<file path="src/rtl/dfd_cla_pkg.sv">
// Shared CLA types: sequencer stage configuration, sequencer state and default sizes.
package dfd_cla_pkg;

   localparam int CLA_SEQ_NUM_STAGES = 4;
   localparam int CLA_SEQ_NUM_MATCH  = 4;
   localparam int CLA_SEQ_CNT_W      = 16;
   // Wide enough to encode out-of-range unit selects (e.g. 7 with four units).
   localparam int CLA_SEQ_SEL_W      = 4;

   typedef enum logic [1:0] {
      CLA_SEQ_IDLE      = 2'd0,
      CLA_SEQ_RUN       = 2'd1,
      CLA_SEQ_TRIGGERED = 2'd2
   } ClaSeqState_e;

   typedef struct packed {
      logic [CLA_SEQ_SEL_W-1:0] match_sel;
      logic                     polarity;
      logic [CLA_SEQ_CNT_W-1:0] threshold;
   } ClaSeqStageCfg_s;

endpackage

</file>
<file path="src/rtl/dfd_cla_seq_event_mux.sv">
// Selects the active stage's event from the match-unit outputs; an out-of-range
// unit select matches no unit and therefore never produces an event.
module dfd_cla_seq_event_mux
   import dfd_cla_pkg::*;
#(
   parameter int NUM_MATCH = CLA_SEQ_NUM_MATCH
) (
   input  logic [CLA_SEQ_SEL_W-1:0] match_sel_i,
   input  logic                     polarity_i,
   input  logic [NUM_MATCH-1:0]     match_pos_i,
   input  logic [NUM_MATCH-1:0]     match_neg_i,
   output logic                     event_o
);

   logic [NUM_MATCH-1:0] hit;

   generate
      for (genvar gi = 0; gi < NUM_MATCH; gi++) begin : g_hit
         assign hit[gi] = (match_sel_i == CLA_SEQ_SEL_W'(gi)) &&
                          (polarity_i ? match_neg_i[gi] : match_pos_i[gi]);
      end
   endgenerate

   assign event_o = |hit;

endmodule

</file>
<file path="src/rtl/dfd_cla_match_sequencer.sv">
// CLA multi-stage event sequencer: counts selected match events per stage and
// raises a one-cycle trigger when the last programmed stage completes.
module dfd_cla_match_sequencer
   import dfd_cla_pkg::*;
#(
   parameter int  NUM_MATCH  = CLA_SEQ_NUM_MATCH,
   parameter int  NUM_STAGES = CLA_SEQ_NUM_STAGES,
   parameter int  CNT_W      = CLA_SEQ_CNT_W,
   localparam int NS_W       = $clog2(NUM_STAGES + 1),
   localparam int STG_W      = (NUM_STAGES > 1) ? $clog2(NUM_STAGES) : 1
) (
   input  logic                               clock_i,
   input  logic                               reset_i,
   input  logic                               arm_i,
   input  logic                               disarm_i,
   input  logic                               clear_i,
   input  logic [NS_W-1:0]                    num_stages_i,
   input  ClaSeqStageCfg_s [NUM_STAGES-1:0]   stage_cfg_i,
   input  logic [NUM_MATCH-1:0]               match_pos_i,
   input  logic [NUM_MATCH-1:0]               match_neg_i,
   output logic                               trigger_o,
   output logic                               triggered_o,
   output logic                               busy_o,
   output logic [STG_W-1:0]                   cur_stage_o,
   output logic [CNT_W-1:0]                   occ_count_o
);

   ClaSeqState_e                     state_q, state_d;
   logic [STG_W-1:0]                 stage_q, stage_d;
   logic [CNT_W-1:0]                 occ_q, occ_d;
   logic                             trig_q, trig_d;
   logic [NS_W-1:0]                  num_q, num_d;
   ClaSeqStageCfg_s [NUM_STAGES-1:0] cfg_q, cfg_d;

   ClaSeqStageCfg_s  cur_cfg;
   logic             stage_event;
   logic [STG_W-1:0] last_stage;
   logic [CNT_W-1:0] thr_raw, thr_eff;
   logic [CNT_W:0]   occ_inc;
   logic             keep_counting;

   assign cur_cfg = cfg_q[stage_q];

   dfd_cla_seq_event_mux #(
      .NUM_MATCH (NUM_MATCH)
   ) u_event_mux (
      .match_sel_i (cur_cfg.match_sel),
      .polarity_i  (cur_cfg.polarity),
      .match_pos_i (match_pos_i),
      .match_neg_i (match_neg_i),
      .event_o     (stage_event)
   );

   // Zero stages behaves as one; oversized counts clamp to the last physical stage.
   always_comb begin
      last_stage = '0;
      if (num_q == '0)
         last_stage = '0;
      else if (num_q > NS_W'(NUM_STAGES))
         last_stage = STG_W'(NUM_STAGES - 1);
      else
         last_stage = STG_W'(num_q - 1'b1);
   end

   assign thr_raw       = CNT_W'(cur_cfg.threshold);
   assign thr_eff       = (thr_raw == '0) ? CNT_W'(1) : thr_raw;
   assign occ_inc       = {1'b0, occ_q} + (CNT_W + 1)'(1);
   assign keep_counting = occ_inc < {1'b0, thr_eff};

   always_ff @(posedge clock_i) begin
      if (reset_i) begin
         state_q <= CLA_SEQ_IDLE;
         stage_q <= '0;
         occ_q   <= '0;
         trig_q  <= 1'b0;
         num_q   <= '0;
         cfg_q   <= '0;
      end else begin
         state_q <= state_d;
         stage_q <= stage_d;
         occ_q   <= occ_d;
         trig_q  <= trig_d;
         num_q   <= num_d;
         cfg_q   <= cfg_d;
      end
   end

   always_comb begin
      state_d = state_q;
      stage_d = stage_q;
      occ_d   = occ_q;
      trig_d  = 1'b0;
      num_d   = num_q;
      cfg_d   = cfg_q;
      if (disarm_i) begin
         state_d = CLA_SEQ_IDLE;
         stage_d = '0;
         occ_d   = '0;
      end else begin
         case (state_q)
            CLA_SEQ_IDLE: begin
               if (arm_i) begin
                  state_d = CLA_SEQ_RUN;
                  num_d   = num_stages_i;
                  cfg_d   = stage_cfg_i;
                  stage_d = '0;
                  occ_d   = '0;
               end
            end
            CLA_SEQ_RUN: begin
               // A re-arm restarts the chain and discards this cycle's event.
               if (arm_i) begin
                  num_d   = num_stages_i;
                  cfg_d   = stage_cfg_i;
                  stage_d = '0;
                  occ_d   = '0;
               end else if (stage_event) begin
                  if (keep_counting) begin
                     occ_d = occ_inc[CNT_W-1:0];
                  end else begin
                     occ_d = '0;
                     if (stage_q == last_stage) begin
                        state_d = CLA_SEQ_TRIGGERED;
                        trig_d  = 1'b1;
                     end else begin
                        stage_d = stage_q + 1'b1;
                     end
                  end
               end
            end
            CLA_SEQ_TRIGGERED: begin
               if (clear_i) begin
                  state_d = CLA_SEQ_IDLE;
                  stage_d = '0;
                  occ_d   = '0;
               end
            end
            default: begin
               state_d = CLA_SEQ_IDLE;
               stage_d = '0;
               occ_d   = '0;
            end
         endcase
      end
   end

   always_comb begin
      trigger_o   = trig_q;
      triggered_o = (state_q == CLA_SEQ_TRIGGERED);
      busy_o      = (state_q == CLA_SEQ_RUN);
      cur_stage_o = stage_q;
      occ_count_o = occ_q;
   end

endmodule

</file>
<file path="config.mk">
export PLATFORM = sky130hd
export DESIGN_NAME = dfd_cla_match_sequencer
export DESIGN_NICKNAME = d
export VERILOG_FILES = /design/src/rtl/dfd_cla_pkg.sv /design/src/rtl/dfd_cla_seq_event_mux.sv /design/src/rtl/dfd_cla_match_sequencer.sv
export SDC_FILE = /design/constraint.sdc
export NUM_CORES = 1
export LEC_CHECK = 0
export CAP_MARGIN = 20
export CORE_MARGIN = 2
export CORE_UTILIZATION = 50
export CTS_CLUSTER_DIAMETER = 60
export CTS_CLUSTER_SIZE = 28
export DETAILED_ROUTE_END_ITERATION = 10
export PLACE_DENSITY_LB_ADDON = 0.3
export RECOVER_POWER = 50
export SYNTH_ARGS = -nofsm -noshare
export SYNTH_HDL_FRONTEND = slang
export SYNTH_HIERARCHICAL = 1
export SYNTH_SLANG_ARGS = --single-unit
</file>
<file path="constraint.sdc">
create_clock -name clock_i -period 4.3 [get_ports clock_i]
set_input_delay 0.43 -clock clock_i [delete_from_list [all_inputs] [get_ports clock_i]]
set_output_delay 0.43 -clock clock_i [all_outputs]
set_load 0.02 [all_outputs]
</file>
# Word level (Yosys, flattened, before mapping)
# Index checks and enable logic that the tools add are counted.
word_totals:
  regBits: 108
  in_bits: 100
  output_inout_bits: 21
  wordCells: 86
op_classes:
  addsub: 3
  magnitude_cmp: 3
  eq_ne: 15
  n_mux: 29
  n_bitwise: 3
  n_reduce_logical: 16
op_table:
  columns: ["cell", "count"]
  rows:
  - ["$mux W16", 6]
  - ["$pmux W16 S3", 1]
  - ["$bmux W21 S2", 1]
  - ["$mux W2", 13]
  - ["$mux W21", 1]
  - ["$add A16 B1 Y17 const B", 1]
  - ["$lt A17 B16 Y1", 1]
  - ["$logic_not A16 Y1", 1]
  - ["$pmux W2 S3", 2]
  - ["$eq A4 B2 Y1 const B", 2]
  - ["$ne A2 B2 Y1 const B", 4]
  - ["$ne A3 B3 Y1 const B", 2]
  - ["$reduce_and A3 Y1", 2]
  - ["$reduce_and A6 Y1", 1]
  - ["$reduce_or A6 Y1", 1]
  - ["$mux W1", 5]
  - ["$reduce_and A5 Y1", 1]
  - ["$eq A4 B1 Y1 const B", 1]
  - ["$logic_and A1 B1 Y1", 4]
  - ["$logic_not A4 Y1", 1]
  - ["$ne A2 B1 Y1 const B", 2]
  - ["$reduce_or A2 Y1", 2]
  - ["$reduce_or A4 Y1", 1]
  - ["$gt A3 B3 Y1 const B", 1]
  - ["other kinds (10)", 12]

# Logic depth before layout (Yosys ltp)
logic_depth:
  depth_word: 9
  depth_mapped: 14
  depth_no_buf: 12

# Modules after synthesis
# Netlist, hierarchy kept.
by_module_without_submodules:
  columns: ["mod", "instances", "cells_each", "area_per_inst_um2", "seq_area_each_um2"]
  rows:
  - ["dfd_cla_match_sequencer", 1, 599, 5161.2, 2162.1]
  - ["dfd_cla_seq_event_mux", 1, 8, 75.1, 0.0]

# Worst setup path before layout
# Ideal clock, no wire load.
synth_timing:
  path_kind: "flip-flop to flip-flop"
  start: "register occ_q[0] (netlist: occ_count_o[0])"
  end: "register occ_q[9] (netlist: occ_count_o[9])"
  setup_time_ns: 0.117
  arrival_time_ns: 3.322
  required_time_ns: 4.183
  path_slack_ns: 0.861
  path_stages_with_launch: 15
  path_buffers: 2
  synth_period_minus_slack_ns: 3.439
  cell_sequence: "dfxtp_1 ha_1 nand2_1 nor4_1 nor2b_1 or2_2 ha_1 nand4_1 or2_2 nor4_2 nand2_2 and2_4 buf_6 buf_12 a32o_2"
synth_between:
  elab_chain_len: 6
synth_rtl:
  columns: ["item", "line", "source"]
  rows:
  - ["start, declared", "dfd_cla_match_sequencer.sv:30", "logic [CNT_W-1:0] occ_q, occ_d;"]
  - ["start signal, assigned", "dfd_cla_match_sequencer.sv:74", "occ_q <= '0;"]
  - ["start signal, assigned", "dfd_cla_match_sequencer.sv:81", "occ_q <= occ_d;"]
  - ["$add A16 B1 Y17 (*)", "dfd_cla_match_sequencer.sv:67", "assign occ_inc = {1'b0, occ_q} + (CNT_W + 1)'(1);"]
  - ["$lt A17 B16 Y1", "dfd_cla_match_sequencer.sv:68", "assign keep_counting = occ_inc < {1'b0, thr_eff};"]
  - ["$mux W16 (*)", "dfd_cla_match_sequencer.sv:118", "if (keep_counting) begin"]
  - ["$mux W16 (*)", "dfd_cla_match_sequencer.sv:117", "end else if (stage_event) begin"]
  - ["$mux W16 (*)", "dfd_cla_match_sequencer.sv:112", "if (arm_i) begin"]
  - ["$pmux W16 S3 (*)", "dfd_cla_match_sequencer.sv:100", "case (state_q)"]
# Mark *: on every way between the ends. The rest lies on a longest branch, timed or not. The select of a mux whose other input is x is not followed.
# A chain may end at the register's enable or synchronous reset.

# Final worst setup path
layout_timing:
  start: "register occ_q[0] (netlist: occ_count_o[0])"
  end: "register stage_q[1] (netlist: cur_stage_o[1])"
layout_between:
  elab_chain_len: 4
layout_rtl:
  columns: ["item", "line", "source"]
  rows:
  - ["$add A16 B1 Y17", "dfd_cla_match_sequencer.sv:67", null]
  - ["$lt A17 B16 Y1", "dfd_cla_match_sequencer.sv:68", null]
  - ["$ne A3 B3 Y1 (no line)", null, null]
  - ["$reduce_and A5 Y1 (no line)", null, null]
  - ["end signal, assigned", "dfd_cla_match_sequencer.sv:80", "stage_q <= stage_d;"]
  - ["end, declared", "dfd_cla_match_sequencer.sv:29", "logic [STG_W-1:0] stage_q, stage_d;"]
# No other way between the ends.

==> results.py <==
metrics = {
    "die": {
        "num_io_pins": 121,
        "die_height_um": 106,
        "coreArea_sq_um": 10200,
        "initial_utilization_pct": 51.2,
        "die_w_um": 106,
        "rows": 37,
        "dieArea_sq_um": 11300,
    },
    "power": {
        "p_leak_nw": 2.50,
        "p_comb_share_pct": 13.8,
        "p_int_mw": 1.46,
        "sw_frac_of_total_pct": 26.5,
        "worst_ir_drop_vdd_uv": 159,
        "powerDensity_nw_per_um2": 298,
        "clkPwrFrac_pct": 33.0,
        "p_switching_uw": 528,
        "pwr-share-seq_pct": 53.2,
    },
    "sta": {
        "max_slew.worst_pin.slew_ns": 1.67,
        "slew_violations": 88,
        "rsz0062_at_grt": "false",
        "post-route-period-util_pct": 84.5,
        "fin_worst_skew_ns": 0.0165,
        "fmax_mhz": 275,
        "whs_ns": 0.380,
        "hold_viol": 0,
        "layout_min_cycle_time_ns": 3.64,
        "relSlewSlack_pct": -11.6,
        "finalSetupTns_ns": 0,
        "setup_viol": 0,
    },
    "place": {
        "place_congestion": 0.933,
        "place_hpwl_mm": 9.49,
        "port_buffers": 120,
    },
    "setup_path": {
        "worstSetupPathType": "flop to flop",
        "crit_path_end_kind": "flop",
        "critPathLaunchType": "flop",
        "required_ns": 4.56,
        "cp_data_arrival_time_ns": 3.89,
        "worstPathMaxFanout": 8,
    },
    "drt": {
        "drc_errors": 0,
        "finalWirelength_mm": 13.0,
        "vias": 4660,
        "first_pass_iters": 5,
        "drtAntennaViolNets": 0,
        "drt_iter0_drc": 205,
        "via_per_inst": 5.50,
        "detail_route.wl_per_cell_um": 15.3,
    },
    "yosys": {
        "synth_seq_cells": 108,
        "synth-async-reset-ratio_pct": 0,
        "synth_edf_count": 0,
        "syn_area_per_cell_sq_um": 8.63,
        "synth_seq_area_share_pct": 41.3,
        "synth_cells": 607,
        "synth_cell_types": 55,
        "syn_nets": 724,
        "yosysWarnings": 6,
        "synth_flop_cell": "dfxtp_1",
        "syn_area_sq_um": 5240,
    },
    "run_status": {
        "violations": "capacitance limit, slew limit",
        "status": "finished, violations left",
    },
    "cells_and_area": {
        "final_util_pct": 65.3,
        "drive_gt1_share_pct": 5.91,
        "syn2layout_area_growth_pct": 27.6,
        "n_antenna_cell": 0,
        "nNetsFinal": 823,
    },
    "grt": {
        "grt_max_degree": 88,
        "antenna_found_initial": 0,
        "grt_pass1_vias": 4543,
        "grt.overflow.total": 0,
        "grt_pass1_wl_mm": 21.0,
        "grt_usage_pct": 23.1,
    },
    "flow_run": {
        "drv_cap": 1,
    },
    "clock_network": {
        "cts_root_buf": "clkbuf_8",
        "cts_buffers": 9,
        "clk_pin_slew_ns": 0.11,
        "clk_latency_ns": 0.38,
        "holdBufCountCts": 0,
        "post_cts_buffers": 0,
        "cts_max_path_buffers": 2,
        "tritoncts": "yes",
        "cts.repair.resized": 0,
        "htreeDepth": 3,
        "cts_sinks": 108,
    },
    "hold_path": {
        "hold_path_class": "input port to flop",
    },
}
-- logic make-up after synthesis --
| group | after synthesis | share of synthesized area (%) |
|---|---|---|
| flip-flops | 108 | 41.3 |
| XOR/XNOR | 13 | 2.17 |
| buffers and inverters | 64 | 5.50 |
| AND/OR/NAND/NOR | 246 | 20.3 |
| AO/OA/AOI/OAI | 136 | 16.0 |
| adder cells (fa/ha/maj) | 17 | 4.06 |
| multiplexers | 23 | 10.7 |
-- registers in the layout (all words and copies together) (netlist names) --
| signal | cells |
|---|---|
| occ_count_o | 16 |
| state_q | 2 |
| cur_stage_o | 2 |
| num_q | 3 |
| trigger_o | 1 |
| cfg_q | 84 |
-- per-layer routing --
layer	up-vias	track usage, %	wire length, um
li1	2320	-	-
met5	-	0	0
met4	0	9.12	269
met2	125	39.2	6430
met3	24	2.82	616
met1	2191	30.1	5690
-- area by class of cell --
class | instances | area, sq um
clock buffers | 10 | 128
clock inverters | 6 | 82.6
fillers | 870 | 3550
inverters | 23 | 86.3
multi-input cells | 435 | 2790
flip-flops and latches | 108 | 2160
well taps | 136 | 170
repair buffers | 129 | 1260
-- synthesized netlist by cell type, types with 2 or more instances --
cell | number | area share (%)
nand4_1 | 6 | 0.72
buf_1 | 4 | 0.29
a311o_1 | 2 | 0.38
a21oi_1 | 94 | 9.0
mux4_1 | 15 | 7.5
nor4_2 | 2 | 0.48
a32o_1 | 13 | 2.5
nor2_1 | 5 | 0.36
dfxtp_1 | 108 | 41
and2_1 | 4 | 0.48
a21o_1 | 2 | 0.29
or3_1 | 2 | 0.24
ha_1 | 17 | 4.1
nor3_1 | 6 | 0.57
xnor2_1 | 11 | 1.8
or2_2 | 2 | 0.24
o21ai_0 | 6 | 0.57
inv_1 | 23 | 1.6
clkbuf_1 | 29 | 2.1
nand3_1 | 10 | 0.96
xor2_1 | 2 | 0.33
nor2b_1 | 5 | 0.60
nor4_1 | 4 | 0.48
a211oi_1 | 2 | 0.29
buf_6 | 2 | 0.43
nand2_1 | 189 | 14
buf_2 | 4 | 0.38
mux4_2 | 7 | 3.0
a2111oi_0 | 4 | 0.67
and3_1 | 2 | 0.24
-- placed cells by master, fill, tap and decap left out, types with 5 or more instances in the layout --
master	instances
nand2_1	189
o21ai_0	6
mux4_2	7
nor2_1	5
a32o_1	13
buf_4	8
xnor2_1	11
dlygate4sd3_1	18
nand4_1	6
mux4_1	15
nor2b_1	5
clkbuf_8	9
dfxtp_1	108
inv_1	23
ha_1	17
nor3_1	6
a21oi_1	94
clkdlybuf4s50_1	101
nand3_1	10
-- critical path, cell delays in order, from the launching register on --
cell     delay (ns)
dfxtp_1        0.41
ha_1           0.24
nand2_1        0.07
nor4_1         0.57
nor2b_1        0.13
or2_2          0.33
ha_1           0.30
nand4_1        0.09
or2_2          0.30
nor4_2         0.28
nand2_2        0.15
a211o_1        0.29
a311o_1        0.36
-- through the flow --
stage               total power [mW]  cells  setup WS, ns  cell area (sq um)
finish                          1.99    847         0.665               6680
floorplan                       1.24    607         0.861               5240
detailed placement              1.36    831         0.723               6470
CTS                             2.00    847         0.666               6680
global route                    2.07    847         0.414               6680
global placement                1.35    831         0.911               6470
-- power groups by stage --
stage	logic (mW)	clock network, mW	registers, mW
floorplan	0.164	0	1.07
global placement	0.267	0	1.08
detailed placement	0.273	0	1.08
CTS	0.274	0.665	1.06
global route	0.300	0.703	1.06
finish	0.274	0.658	1.06
-- worst paths after layout --
path                                  endpoint  cells past startpoint  slack, ns           start
worst max-delay path            cur_stage_o[1]                     12       0.66  occ_count_o[0]
worst min-delay path                state_q[1]                      4       0.38         reset_i
worst max register to register  cur_stage_o[1]                     12       0.66  occ_count_o[0]
worst min register to register       cfg_q[14]                      2       0.46       cfg_q[14]
Note: power is estimated with default switching activity, not from simulation.
